`src/rtl/alu_input_seq.sv`:
```
// alu_input_seq: button-stepped A/B/op entry sequencer feeding registered operands to the board ALU
module alu_input_seq #(
  parameter int DEBOUNCE_CYCLES = 50000
) (
  input  logic       clk,
  input  logic       rst,
  input  logic [3:0] sw,
  input  logic       btn,
  output logic [3:0] a,
  output logic [3:0] b,
  output logic [2:0] op,
  output logic       issue,
  output logic [1:0] state,
  output logic [7:0] issue_cnt
);
  localparam int CW = $clog2(DEBOUNCE_CYCLES + 1);
  localparam logic [CW-1:0] CNT_MAX = CW'(DEBOUNCE_CYCLES - 1);
  typedef enum logic [1:0] {S_A = 2'b00, S_B = 2'b01, S_OP = 2'b10, S_SHOW = 2'b11} state_t;
  state_t        state_q, state_d;
  logic          s1_q, s1_d, btn_s_q, btn_s_d;
  logic          stable_q, stable_d, stable_dly_q, stable_dly_d;
  logic [CW-1:0] cnt_q, cnt_d;
  logic [3:0]    a_q, a_d, b_q, b_d;
  logic [2:0]    op_q, op_d;
  logic          issue_q, issue_d;
  logic [7:0]    issue_cnt_q, issue_cnt_d;
  logic          press;
  // Two-flop synchronizer, then accept a new level only after it holds for DEBOUNCE_CYCLES cycles
  always_comb begin
    s1_d         = btn;
    btn_s_d      = s1_q;
    stable_dly_d = stable_q;
    stable_d     = (btn_s_q != stable_q && cnt_q == CNT_MAX) ? btn_s_q : stable_q;
    cnt_d        = (btn_s_q == stable_q || cnt_q == CNT_MAX) ? '0 : cnt_q + CW'(1);
  end
  assign press = stable_q & ~stable_dly_q;
  // Entry FSM: each accepted press latches the field for the current state and advances
  always_comb begin
    state_d     = state_q;
    a_d         = a_q;
    b_d         = b_q;
    op_d        = op_q;
    issue_d     = 1'b0;
    issue_cnt_d = issue_cnt_q;
    if (press) begin
      case (state_q)
        S_A: begin
          a_d     = sw;
          state_d = S_B;
        end
        S_B: begin
          b_d     = sw;
          state_d = S_OP;
        end
        S_OP: begin
          op_d        = sw[2:0];
          issue_d     = 1'b1;
          issue_cnt_d = issue_cnt_q + 8'd1;
          state_d     = S_SHOW;
        end
        S_SHOW: state_d = S_A;
      endcase
    end
  end
  // State registers with asynchronous reset
  always_ff @(posedge clk or posedge rst) begin
    if (rst) begin
      s1_q         <= 1'b0;
      btn_s_q      <= 1'b0;
      stable_q     <= 1'b0;
      stable_dly_q <= 1'b0;
      cnt_q        <= '0;
      state_q      <= S_A;
      a_q          <= '0;
      b_q          <= '0;
      op_q         <= '0;
      issue_q      <= 1'b0;
      issue_cnt_q  <= '0;
    end else begin
      s1_q         <= s1_d;
      btn_s_q      <= btn_s_d;
      stable_q     <= stable_d;
      stable_dly_q <= stable_dly_d;
      cnt_q        <= cnt_d;
      state_q      <= state_d;
      a_q          <= a_d;
      b_q          <= b_d;
      op_q         <= op_d;
      issue_q      <= issue_d;
      issue_cnt_q  <= issue_cnt_d;
    end
  end
  assign a         = a_q;
  assign b         = b_q;
  assign op        = op_q;
  assign issue     = issue_q;
  assign state     = state_q;
  assign issue_cnt = issue_cnt_q;
endmodule

```
`config.mk`:
```
export PLATFORM = sky130hd
export DESIGN_NAME = alu_input_seq
export DESIGN_NICKNAME = d
export VERILOG_FILES = /design/src/rtl/alu_input_seq.sv
export SDC_FILE = /design/constraint.sdc
export NUM_CORES = 1
export LEC_CHECK = 0
export CELL_PAD_IN_SITES_DETAIL_PLACEMENT = 1
export CELL_PAD_IN_SITES_GLOBAL_PLACEMENT = 2
export CORE_MARGIN = 5
export CORE_UTILIZATION = 35
export DETAILED_ROUTE_END_ITERATION = 7
export PLACE_DENSITY_LB_ADDON = 0.1
export SETUP_SLACK_MARGIN = 0.02
export SYNTH_ARGS = -nofsm -noshare
export SYNTH_HDL_FRONTEND = slang
export SYNTH_SLANG_ARGS = --single-unit
```
`constraint.sdc`:
```
create_clock -name clk -period 2.2 [get_ports clk]
set_input_delay 0.22 -clock clk [delete_from_list [all_inputs] [get_ports clk]]
set_output_delay 0.22 -clock clk [all_outputs]
set_load 0.005 [all_outputs]
```
Word level (Yosys, flattened, before mapping). Cells that the tools add are included.

Shifts and indexed selects: 0. Multiply operators: 0. Reductions and logical operators: 6. Divide/modulo/power cells: 0. Bitwise operators: 2. Magnitude comparators: 0. Equality and inequality tests: 6. Muxes and demuxes: 4. Add/subtract/negate cells: 2.

Operator list (number): $add 16x1->16 const B (1); $eq 16x16->1 const B (1); $mux 16 (1); $add 8x1->8 const B (1); $pmux 2 s4 (1); $reduce_and 2->1 (3); $eq 2x2->1 const B (2); $eq 2x1->1 const B (1); $logic_not 2->1 (1); $mux 1 (2); $and 1x1->1 (1); $eq 1x1->1 (1); $logic_and 1x1->1 (1); $logic_or 1x1->1 (1); $ne 1x1->1 (1); $not 1->1 (1).

Memories: 0. Bits in latches: 0. Register bits after elaboration: 42. Output and inout port bits: 22. Word-level logic and storage cells: 31. ROM bits: 0. Input bits: 7. Memory bits (writable): 0.

Depth between registers and ports, before layout. Gate-level depths: netlist of the first run.

Depth in word-level cells: 3. Depth in mapped cells: 7. Mapped depth without buffers: 7.

Least setup slack after synthesis of the first run. OpenSTA, ideal clock, no wires.

Path type: flip-flop to flip-flop. Start: register state_q[0] (netlist: state[0]). End: register issue_cnt_q[6] (netlist: issue_cnt[6]). Path slack: 0.626 ns. Library setup time: 0.123 ns. Period minus slack after synthesis: 1.574 ns. Stages on the path, launching flop included: 8. Required time: 2.077 ns. Data arrival time: 1.451 ns. Path buffers: 0. Cells stage by stage: dfrtp_1 inv_1 ha_1 nand3b_1 inv_1 and4_1 nand3_1 xnor2_1.

Word-level cells in the longest chain between the ends: 2.

Ends and longest elaborated chain: start, declared (RTL line 19) `state_t state_q, state_d;`; start signal, assigned (RTL line 85) `state_q <= state_d;`; $eq 2x2->1 (RTL line 46) `case (state_q)`; $reduce_and 2->1 (no line); end signal, assigned (RTL line 90) `issue_cnt_q <= issue_cnt_d;`; end, declared (RTL line 26) `logic [7:0] issue_cnt_q, issue_cnt_d;`.

Every way passes these cells. A chain may end at the register's enable or synchronous reset.

Worst setup path after layout of the first run.
Start: register cnt_q[0]. End: register cnt_q[9].

Word-level cells in the longest chain between the ends: 3. Elaborated cells on any way between the ends: 4. Those cells by class: add/sub: 1; eq/ne: 1; mux: 1; reduce/logical: 1.

Ends and longest elaborated chain: start, declared (RTL line 22) `logic [CW-1:0] cnt_q, cnt_d;`; start signal, assigned (RTL line 84) `cnt_q <= cnt_d;`; parallel branches: the longest is 2 deep, another holds $add 16x1->16; $mux 16 * (RTL line 34) `cnt_d = (btn_s_q == stable_q || cnt_q == CNT_MAX) ? '0 : cnt_q + CW'(1);`; net cnt_d[9] (RTL line 22).

Mark *: on every way through the listed nets, which the timed path passes.

==> metrics, run 1 <==
hpwl dp 2910 µm; largest net degree at the start of global routing 43; clk slew on worst S/H paths 0.08 ns; final cycle utilization of the critical path 0.821; CP Cell Sequence ha_1, nand3_1, nand4b_1, nand2_1, nor2_1; sequential fraction of the synthesis area 0.571; startpoint types flop; NumNets Final 202; share of cells above drive strength 1 0.142; initial antenna violation count 0; Mapped Nets 166; EDFF count, synth 0; Clock Power Share 0.368; unrepaired setup endpoints after global routing no; Slew Limit Headroom 0.645; Antenna Cells 0; status completed; highest clock rate 554 MHz; Crit path max-delay family simple AND/OR/NAND/NOR gates; cts bufs inserted 5; Post-synth top cells 42 x dfrtp_1, 17 x nor2_1, 13 x mux2_2, 13 x nand2_1, 13 x xnor2_1; first-pass GRT wire length 6510 µm; Core Rows 26; Avg Inst Size Synth 12.0 µm²; final setup fails 0; switching pwr 0.303 mW; Hold Path Class in2async; asr flop ratio synth 1.00; Mapped Cells 153; post-route antenna net violation count 0; combinational fraction of design power 0.053; routability-driven placement congestion ratio 0.722; minimum clock period 1.81 ns; Die Y-Extent 82.5 µm; Die W 82.5 µm; required time worst endpoint 2.35 ns; Slowest-stage cell, CP nand2_1; Static Leak 0.981 nW; H-tree depth 2; share of the synthesized area in the top cell type 0.571; PostCTS Resize Cnt 0; largest stage delay on the critical path 0.45 ns; drt wl/cell 15.0 µm; dominant cell type by area after synthesis dfrtp_1; Die ar. 6810 µm²; hold buffer count at CTS 0; crit path buf inv count 0; Post-CTS Setup Bufs 0; Port Buf Inserts 28; Max-Cap Viols 0; CTS root buffer clkbuf_8; Sw Ratio 0.219; setup TNS 0 ns; routed vias/inst 4.80; vias in the first global route 1360; main flop type after synthesis dfrtp_1; Slew Limit Fails 0; CP Data Arrival Time 1.96 ns; Synth area leaders dfrtp_1 57%, mux2_2 7.9%, xnor2_1 6.2%, ha_1 4.1%, nor2_1 3.5%; total global-route track usage 0.130; fin cells 260; Clock Sinks 42; Layout Utilization 0.452; Seq cells post-synth 42; Worst-Margin Slew 0.533 ns; Clock Latency Late Sink 0.29 ns; drt drc 0; Area growth, synth to finish 25.5%; Initial Util 0.361; Core Area 5110 µm²; CTS tree done; Routed Wire Length 3900 µm; kind of critical path reg2reg; Starting DRT DRC Count 59; Min Hold Slack 0.357 ns; total gr overflow 0; CP Capture Type flop; Setup Skew 0.00527 ns; Fin. Hold Viols 0; count of different cell masters after synthesis 28; placed cells 252; most common cell in the netlist dfrtp_1; Worst Path Max Fanout 15; worst vdd ir 0.000352 V; DR vias 1247; power density cells 599 nW/µm²; Filler Cell Count 555; Internal Power 1.08 mW; Yosys warning total 0; drt first pass iters 2; mapped cell area 1840 µm²; Max Buffers Root-to-Sink 2; I/O Pins 29; Seq pwr share 0.579
[through the flow]
stage	setup slack [ns]	instance area, µm²	power (mW)
2_1_floorplan	0.626	1840	0.846
3_3_place_gp	0.474	2220	0.891
3_5_place_dp	0.389	2220	0.892
4_1_cts	0.379	2310	1.41
5_1_grt	0.228	2310	1.46
6_report	0.394	2310	1.38
[cell type report]
class | instances | area (µm²) | share of cell area
tap | 70 | 87.6 | 0.0379
clock buffer | 7 | 86.3 | 0.0374
timing repair buffer | 30 | 295 | 0.128
clock inverter | 1 | 5.00 | 0.00217
inverter | 5 | 18.8 | 0.00812
multi-input combinational | 105 | 767 | 0.332
sequential | 42 | 1050 | 0.455
[cell usage in the layout, fill, tap and decap left out, drive strengths merged]
master | netlist | final
nand4b | 1 | 1
o31ai | 2 | 2
mux2 | 13 | 13
clkbuf | 0 | 7
nor3 | 3 | 3
ha | 6 | 6
and4 | 1 | 1
xnor2 | 13 | 13
buf | 1 | 2
a21oi | 2 | 2
or2 | 1 | 1
nor2b | 1 | 1
clkdlybuf4s50 | 0 | 28
nor2 | 17 | 17
o21ai | 3 | 3
dfrtp | 42 | 42
clkinv | 0 | 1
inv | 5 | 5
nand3b | 1 | 1
and4bb | 1 | 1
nor4 | 3 | 3
nand2 | 13 | 13
nand4 | 5 | 5
and3 | 1 | 1
xor2 | 7 | 7
nor4bb | 1 | 1
or4 | 2 | 2
nand3 | 7 | 7
nor4b | 1 | 1
[worst register-to-register path: cells and delay by family, from the launching register on]
kind                     cells  cell delay [ns]
flip-flops                   1             0.43
AND/OR/NAND/NOR              4             1.02
adder cells (fa/ha/maj)      1             0.23
[power by group through the flow]
stage	Sequential [mW]	Clock, mW	Combinational [mW]
after floorplan	0.815	0	0.0310
after global placement	0.815	0	0.0753
after detailed placement	0.816	0	0.0763
after CTS	0.801	0.533	0.0770
after global routing	0.803	0.572	0.0833
final	0.801	0.509	0.0740
[routing by layer]
metal / vias up / routed length, µm / track usage
met5: - / 0 / 0
met4: 0 / 72 / 0.0539
met3: 7 / 196 / 0.0477
met2: 23 / 1890 / 0.203
met1: 621 / 1740 / 0.161
li1: 596 / - / -
[registers in the layout, summed over array words and instances (netlist names), 2 cells and up]
signal     count
cnt_q         16
issue_cnt      8
a              4
b              4
op             3
state          2
[cell families (layout without fill, tap and decap cells)]
group | count (synthesis) | in the layout | synth area share
and+or+nand+nor | 59 | 59 | 0.179
DFF | 42 | 42 | 0.571
xor gates and xnor gates | 20 | 20 | 0.0951
muxes | 13 | 13 | 0.0795
AOI/OAI and AO/OA | 7 | 7 | 0.0217
adders and majority gates | 6 | 6 | 0.0408
buffers and inverters | 6 | 43 | 0.0129
[final timing paths]
kind	slack, ns	depth (start not counted)	end	startpoint
max reg2reg	0.39	5	cnt_q[9]	cnt_q[0]
min in group clk	0.36	0	btn_s_q	btn_s_d
min reg2reg	0.36	0	btn_s_q	btn_s_d
max in group asynchronous	1.47	3	cnt_q[0]	rst
max	0.39	5	cnt_q[9]	cnt_q[0]
min	0.36	3	cnt_q[10]	rst
No activity file was read; power rests on OpenSTA's default activity.
==> run 2: changes to the inputs <==
Clock period 2.2 ns to 1.8 ns, I/O delays scaled along.
==> metrics, run 2 (synthesis gave the netlist of run 1 again) <==
status completed; Antenna Cells 0 (unchanged); routability-driven placement congestion ratio 0.735 (+1.9%); NumNets Final 204 (+0.99%); Die W 82.5 µm (unchanged); hpwl dp 3020 µm (+4.1%); Area growth, synth to finish 26.6%; fin cells 262 (+0.77%); Biggest register cnt_q; total gr overflow 0 (unchanged); largest net degree at the start of global routing 43 (unchanged); Slew Limit Fails 0 (unchanged); Max Buffers Root-to-Sink 2 (unchanged); Worst-Margin Slew 0.545 ns (+0.0126 ns); Clock Latency Late Sink 0.29 ns (about the same); worst vdd ir 0.000302 V (-14%); DP Area 2230 µm² (+0.68%); Die ar. 6810 µm² (unchanged); power density cells 730 nW/µm² (+22%); I/O Pins 29 (unchanged); Core Rows 26 (unchanged); CTS tree done; Max-Cap Viols 0 (unchanged); Starting DRT DRC Count 8 (-86%); Die Y-Extent 82.5 µm (unchanged); Filler Cell Count 570 (+2.7%); Register Area 1050 µm² (unchanged); Worst Path Max Fanout 4 (-11); vias in the first global route 1504 (+11%); initial antenna violation count 0 (unchanged); hold buffer count at CTS 0 (unchanged); post-route antenna net violation count 0 (unchanged); most common cell after layout, fill and taps aside dfrtp_1; Multi-input gate area 772 µm² (+0.65%); Reg2Reg Setup Slack 0.19 ns (-0.20 ns); placed cells 254 (+0.79%); Initial Util 0.361 (unchanged); CTS root buffer clkbuf_8; total global-route track usage 0.144 (+0.0140); routed vias/inst 4.85 (+1.2%); required time worst endpoint 1.98 ns (-0.37 ns); setup TNS 0 ns (unchanged); Static Leak 0.991 nW (+0.98%); final cycle utilization of the critical path 0.894 (+0.0727); Fin. Hold Viols 0 (unchanged); Tot Pwr 1.70 mW (+23%); Routed Wire Length 4090 µm (+4.9%); DR vias 1272 (+2.0%); kind of critical path reg2reg; Setup Skew 0.00906 ns (+0.00379 ns); PostCTS Resize Cnt 0 (unchanged); final instance area 2330 µm² (+0.87%); drt wl/cell 15.6 µm (+4.1%); unrepaired setup endpoints after global routing no; CP Data Arrival Time 1.79 ns (-0.17 ns); final setup fails 0 (unchanged); clk slew on worst S/H paths 0.08 ns (about the same); leading cell types in the layout, fill and taps excluded 42 x dfrtp_1, 28 x clkdlybuf4s50_1, 17 x nor2_1; H-tree depth 2 (unchanged); CP Capture Type flop; drt drc 0 (unchanged); Slew Limit Headroom 0.637 (-0.00838); Port Buf Inserts 28 (unchanged); Hold Path Class in2reg; share of cells above drive strength 1 0.156 (+0.0141); drt first pass iters 5 (+3); minimum clock period 1.61 ns (-0.197 ns); Clock Sinks 42 (unchanged); startpoint types flop; cts bufs inserted 5 (unchanged); Core Area 5110 µm² (unchanged); number of flip-flops in the largest register 16 (unchanged); Post-CTS Setup Bufs 0 (unchanged); highest clock rate 622 MHz (+12%); first-pass GRT wire length 7390 µm (+14%)
==> run 2: worst paths after layout <==
path	from	end	depth (start not counted)
worst max register to register	state[0]	issue_cnt[6]	7
min in group asynchronous	rst	issue_cnt[6]	3
max in group asynchronous	rst	btn_s_q	3
worst min register to register	btn_s_d	btn_s_q	0
worst max-delay path	state[0]	issue_cnt[6]	7
worst min-delay path	btn	btn_s_d	1
==> run 2: layout make-up <==
class	count	share of cell area
repair buffers	32	0.133
clock inverters	1	0.00215
inverters	5	0.00805
flip-flops and latches	42	0.451
clock buffers	7	0.0370
multi-input cells	105	0.331
well taps	70	0.0376
==> run 2: metrics by stage <==
stage	hold WS, ns	worst slack (ns)	utilization
floorplan	0.211	0.226	-
detailed placement	0.336	0.0942	0.438
finish	0.330	0.191	0.456
global route	0.313	0.0232	0.456
CTS	0.312	0.0852	0.455
global placement	0.336	0.0911	0.438
==> run 2: power by group <==
group	internal, mW	switching, mW	leakage (nW)
Combinational	0.0515	0.0436	0.388
Clock	0.310	0.318	0.0482
Sequential	0.963	0.0164	0.554
==> run 2: critical path, stage by stage, from the launching register on <==
cell      delay [ns]
dfrtp_1         0.40
inv_1           0.12
ha_1            0.18
nand3b_1        0.16
inv_1           0.16
and4_1          0.25
nand3_1         0.10
xnor2_1         0.14
==> run 2: metal layers <==
metal | vias up | global-route usage | wire, µm
met3 | 9 | 0.0564 | 247
li1 | 599 | - | -
met5 | - | 0 | 0
met1 | 638 | 0.158 | 1640
met2 | 26 | 0.251 | 2130
met4 | 0 | 0.0490 | 68
